--- config.mk ---
export PLATFORM = sky130hd
export DESIGN_NAME = esc_string_decoder
export DESIGN_NICKNAME = d
export VERILOG_FILES = /design/src/rtl/esc_string_decoder.sv
export SDC_FILE = /design/constraint.sdc
export NUM_CORES = 1
export LEC_CHECK = 0
export BUFFER_PORTS_ARGS = -buffer_cell sky130_fd_sc_hd__buf_2
export CORE_UTILIZATION = 30
export DETAILED_ROUTE_END_ITERATION = 8
export GPL_ROUTABILITY_DRIVEN = 0
export PLACE_DENSITY = 0.52
export SYNTH_ARGS = -nofsm -noshare
export SYNTH_HDL_FRONTEND = slang
export SYNTH_SLANG_ARGS = --single-unit
--- constraint.sdc ---
create_clock -name clk -period 4.8 [get_ports clk]
set_clock_uncertainty 0.1 [all_clocks]
set_input_delay 0.24 -clock clk [delete_from_list [all_inputs] [get_ports clk]]
set_output_delay 0.24 -clock clk [all_outputs]
set_load 0.05 [all_outputs]
--- src/rtl/esc_string_decoder.sv ---
// -----------------------------------------------------------------------------
// esc_string_decoder
//
// Purpose:
//   Receives a byte stream of escaped ASCII text, one string per in_last-
//   terminated burst. Decodes \n \t \\ \" and \ooo (three octal digits) and
//   packs the decoded characters into a right-justified string register laid
//   out like a Verilog string literal: the most recent character sits in
//   [7:0] and unused upper bytes are zero. The finished string is held on
//   the output until the sink takes it. Input bytes are not accepted while
//   a finished string is waiting.
//
// Ports:
//   clk        in   1                      rising-edge clock
//   rst        in   1                      asynchronous reset, active-high
//   in_valid   in   1                      in_data/in_last valid
//   in_ready   out  1                      decoder can accept a byte
//   in_data    in   8                      escaped ASCII byte
//   in_last    in   1                      final byte of the string
//   out_valid  out  1                      decoded string available
//   out_ready  in   1                      sink accepts the string
//   out_data   out  8*MAX_CHARS            decoded string, last char in [7:0]
//   out_len    out  $clog2(MAX_CHARS+1)    number of decoded characters
//   out_err    out  1                      sticky error for this string
//
// The reset input is expected to be released synchronously to clk by the
// surrounding reset logic; assertion takes effect immediately.
//
// State table:
//   state | meaning
//   NORM  | plain characters are appended
//   ESC   | escape introducer seen, waiting for the escape code
//   OCT1  | one octal digit collected in acc
//   OCT2  | two octal digits collected in acc
//   DONE  | string complete, presented on out_*, waiting for out_ready
// -----------------------------------------------------------------------------
module esc_string_decoder #(
    parameter int          MAX_CHARS = 14,
    parameter logic [7:0]  ESC_CHAR  = 8'h5C
) (
    input  logic                               clk,
    input  logic                               rst,
    input  logic                               in_valid,
    output logic                               in_ready,
    input  logic [7:0]                         in_data,
    input  logic                               in_last,
    output logic                               out_valid,
    input  logic                               out_ready,
    output logic [8*MAX_CHARS-1:0]             out_data,
    output logic [$clog2(MAX_CHARS+1)-1:0]     out_len,
    output logic                               out_err
);

    localparam int LW = $clog2(MAX_CHARS + 1);
    localparam int BW = 8 * MAX_CHARS;

    typedef enum logic [2:0] {
        NORM = 3'd0,
        ESC  = 3'd1,
        OCT1 = 3'd2,
        OCT2 = 3'd3,
        DONE = 3'd4
    } state_t;

    state_t          state, state_nx;
    logic [BW-1:0]   buffer, buffer_nx;
    logic [LW-1:0]   len, len_nx;
    logic            err, err_nx;
    logic [5:0]      acc, acc_nx;

    logic            accept;
    logic            is_digit;
    logic [2:0]      digit;
    logic [8:0]      oct_value;
    logic            append_en;
    logic [7:0]      append_byte;
    logic            set_err;
    state_t          target;

    assign in_ready  = (state != DONE);
    assign out_valid = (state == DONE);
    assign out_data  = buffer;
    assign out_len   = len;
    assign out_err   = err;

    assign accept    = in_valid && in_ready;
    assign is_digit  = (in_data >= 8'h30) && (in_data <= 8'h37);
    assign digit     = in_data[2:0];
    // Full three-digit value; bit 8 set means the escape exceeded 0xFF.
    assign oct_value = {acc, 3'b000} + {6'b000000, digit};

    always_ff @(posedge clk or posedge rst) begin
        if (rst) begin
            state  <= NORM;
            buffer <= '0;
            len    <= '0;
            err    <= 1'b0;
            acc    <= '0;
        end else begin
            state  <= state_nx;
            buffer <= buffer_nx;
            len    <= len_nx;
            err    <= err_nx;
            acc    <= acc_nx;
        end
    end

    always_comb begin
        state_nx    = state;
        buffer_nx   = buffer;
        len_nx      = len;
        err_nx      = err;
        acc_nx      = acc;
        append_en   = 1'b0;
        append_byte = 8'h00;
        set_err     = 1'b0;
        target      = state;

        if (accept) begin
            case (state)
                NORM: begin
                    if (in_data == ESC_CHAR) begin
                        target = ESC;
                    end else begin
                        append_en   = 1'b1;
                        append_byte = in_data;
                    end
                end
                ESC: begin
                    target = NORM;
                    case (in_data)
                        8'h6E: begin append_en = 1'b1; append_byte = 8'h0A; end
                        8'h74: begin append_en = 1'b1; append_byte = 8'h09; end
                        8'h5C: begin append_en = 1'b1; append_byte = 8'h5C; end
                        8'h22: begin append_en = 1'b1; append_byte = 8'h22; end
                        default: begin
                            if (is_digit) begin
                                acc_nx = {3'b000, digit};
                                target = OCT1;
                            end else begin
                                // Unknown escape: keep the character, flag it.
                                append_en   = 1'b1;
                                append_byte = in_data;
                                set_err     = 1'b1;
                            end
                        end
                    endcase
                end
                OCT1: begin
                    if (is_digit) begin
                        // acc < 8 here, so the shift cannot lose bits.
                        acc_nx = {acc[2:0], digit};
                        target = OCT2;
                    end else begin
                        set_err = 1'b1;
                        acc_nx  = '0;
                        target  = NORM;
                    end
                end
                OCT2: begin
                    acc_nx = '0;
                    target = NORM;
                    if (is_digit) begin
                        append_en   = 1'b1;
                        append_byte = oct_value[7:0];
                        set_err     = oct_value[8];
                    end else begin
                        set_err = 1'b1;
                    end
                end
                default: begin
                    target = state;
                end
            endcase

            if (append_en) begin
                if (len < LW'(MAX_CHARS)) begin
                    buffer_nx = {buffer[BW-9:0], append_byte};
                    len_nx    = len + LW'(1);
                end else begin
                    set_err = 1'b1;
                end
            end

            if (in_last) begin
                // A string ending inside an escape loses the partial escape.
                if (target == ESC || target == OCT1 || target == OCT2) begin
                    set_err = 1'b1;
                    acc_nx  = '0;
                end
                target = DONE;
            end

            err_nx   = err | set_err;
            state_nx = target;
        end else if (state == DONE && out_ready) begin
            buffer_nx = '0;
            len_nx    = '0;
            err_nx    = 1'b0;
            acc_nx    = '0;
            state_nx  = NORM;
        end
    end

endmodule

==> metrics.txt <==
CP Class=reg -> reg; synthesized cell area=5570 sq um; CORE AREA=18100 sq um; router iterations before antenna repair=8; violated checks=design-rule violations; switching share of power=0.371; CP top delay family=buffers and inverters; Layout Nets=742; drt total wl=14.7 mm; Ports=132; Reg power frac=0.373; worst reg2reg path startpoint=state[0]; Critical Path Sink Type=flop; Starting Density=0.308; largest cells by area after synthesis=dfrtp_1 57%, nand2_1 15%, o21ai_1 5.2%, o21ai_0 5.0%, buf_6 1.6%; IO Port Bufs=131; syn nets=628; largest net degree at the start of global routing=131; layout cells sized above 1=0.236; area grow syn2layout=24.5%; vias after detailed routing=4750; Sw Pwr=1.27 mW; CP bufs+invs=1; Cell Int Power=2.15 mW; gr usage total=0.161; drt drc=22; Synth top area share=0.566; R2R cell count=5; Synth Flop Type=dfrtp_1; PD cells=493 nW/um^2; f_max=349 MHz; crit-path max FO=130; post-route antenna net violation count=0; reg2reg end=out_data[39]; Final Max Tran Viols=0; TritonCTS Buffers=17; first-pass GRT wire length=24.3 mm; Largest stage delay, worst path=0.81 ns; H-tree levels=4; Worst-Skew Late Latency=0.41 ns; syn avg cell area=9.07 sq um; Final Hold Fails=0; Die ar.=19100 sq um; FP Rows=49; Least-Margin Pin Slew=1.07 ns; Critical Path RT=4.94 ns; hold path start=in_data[0]; Startpoint Class=flop; final worst-path cycle share=0.596; Die Width=138 um; number of distinct library cells after synthesis=57; most common cell after layout, fill and taps aside=nand2_1; Fillers=1809; Iter 0 DRT Violations=334; post-layout util=0.383; Mapped Cells=614; RSZ-0062 raised after global routing=no; Hold Crit Depth=2; setup tns final=0 ns; Tmin final=2.86 ns; Max clock buf depth=2; FF+latch count, synth=126; Gate power share=0.249; crit-path cells=or3b_1, a2111o_1, o21ai_4, buf_4, o21ai_0; clock group share of total power=0.378; Crit-path slowest cell=buf_4; Leakage=3.35 nW; die extent in y=138 um; Critical Path AT=3.00 ns; TritonCTS clock tree=yes; CTS root buf=clkbuf_16; initial antenna violation count=0; critical path depth in cells=5; Max Cap Viol=0; GRT overflow=0; Post-synth EDFFs=0; Peak VDD IR=0.279 mV; FFs w/ async S/R, synth=1.00; vias in the first global route=4568; drt wl/cell=15.2 um; antenna cells=0; Hold EP=acc[0]; Synth warnings=0; Final Setup Violations=0; Max-Slew Margin vs Limit=0.284; post-synthesis sequential area ratio=0.566; post-detail-place hpwl=9.81 mm; worst min path class=in -> reg; Final Power=3.42 mW; Yosys top cell by area=dfrtp_1; most frequent cells in the layout=228 x nand2_1, 131 x buf_2, 126 x dfrtp_1; setup slack, reg-to-reg=1.94 ns; status=finished with violations; vias per cell=4.90; clk slew on worst S/H paths=0.06 ns; clk sinks=126
-- per-layer routing --
metal,routed length [um],GRT usage,vias up
met2,6930,0.244,141
li1,-,-,2305
met4,216,0.0662,0
met1,6730,0.219,2287
met3,848,0.0405,17
met5,0,0,-
-- cell usage after synthesis (3+ instances only) --
cell,count
nand4_1,3
nand3b_1,5
nand2_1,229
o21ai_0,56
nor3b_1,3
nor2_1,10
buf_2,10
clkbuf_1,23
nand3_1,6
o21ai_1,58
nand4b_1,3
a31oi_1,3
dfrtp_1,126
buf_6,8
a21oi_1,8
a22o_1,6
a32oi_1,3
nor2b_1,3
inv_1,5
-- metrics by stage --
step,hold WS [ns],worst slack [ns],instance area [sq um],instances
after global placement,0.350,2.01,6320,937
final,0.0310,1.94,6930,970
after detailed placement,0.354,1.94,6320,937
after CTS,0.000235,1.94,6930,970
after global routing,0.0185,1.69,6930,970
after floorplan,0.273,1.10,5570,614
-- sequential cells by signal (all words and copies together), names as in the netlist --
register,count
acc,6
out_data,112
out_err,1
out_len,4
state,3
-- kinds of logic after synthesis --
logic type	count (synthesis)	synth area share
AO/OA/AOI/OAI	158	0.165
multiplexers	1	0.00180
buffers and inverters	48	0.0481
flip-flops	126	0.566
adder cells (fa/ha/maj)	2	0.00404
XOR/XNOR	1	0.00157
AND/OR/NAND/NOR	278	0.213
-- repair_timing --
| item | in CTS | in global routing |
|---|---|---|
| hold endpoints to repair | 46 | 0 |
| resized for setup | 0 | 0 |
| hold buffers | 1 | 0 |
| endpoints found under the setup margin | 0 | 0 |
| setup buffers | 0 | 0 |
-- worst max-delay path by stage --
stage | from | slack [ns] | endpoint
global route | state[0] | 1.69 | out_data[43]
finish | state[0] | 1.94 | out_data[39]
global placement | state[0] | 2.01 | out_data[4]
floorplan | rst | 1.10 | acc[0]
CTS | state[0] | 1.94 | out_data[42]
detailed placement | state[0] | 1.94 | out_data[18]
-- power groups by stage --
stage / Combinational (mW) / Sequential (mW) / Clock, mW
after floorplan: 0.331 / 1.63 / 0
after global placement: 0.849 / 1.29 / 0
after detailed placement: 0.860 / 1.29 / 0
after CTS: 0.860 / 1.27 / 1.33
after global routing: 0.918 / 1.29 / 1.37
final: 0.852 / 1.27 / 1.29
-- layout make-up --
type / count / area, sq um / share of cell area
Multi-Input combinational cell: 440 / 2160 / 0.312
Clock buffer: 19 / 433 / 0.0624
Inverter: 5 / 21.3 / 0.00307
Timing Repair Buffer: 138 / 711 / 0.103
Tap cell: 229 / 287 / 0.0413
Sequential cell: 126 / 3150 / 0.455
Clock inverter: 13 / 166 / 0.0240
(Power assumes the default switching activity.)
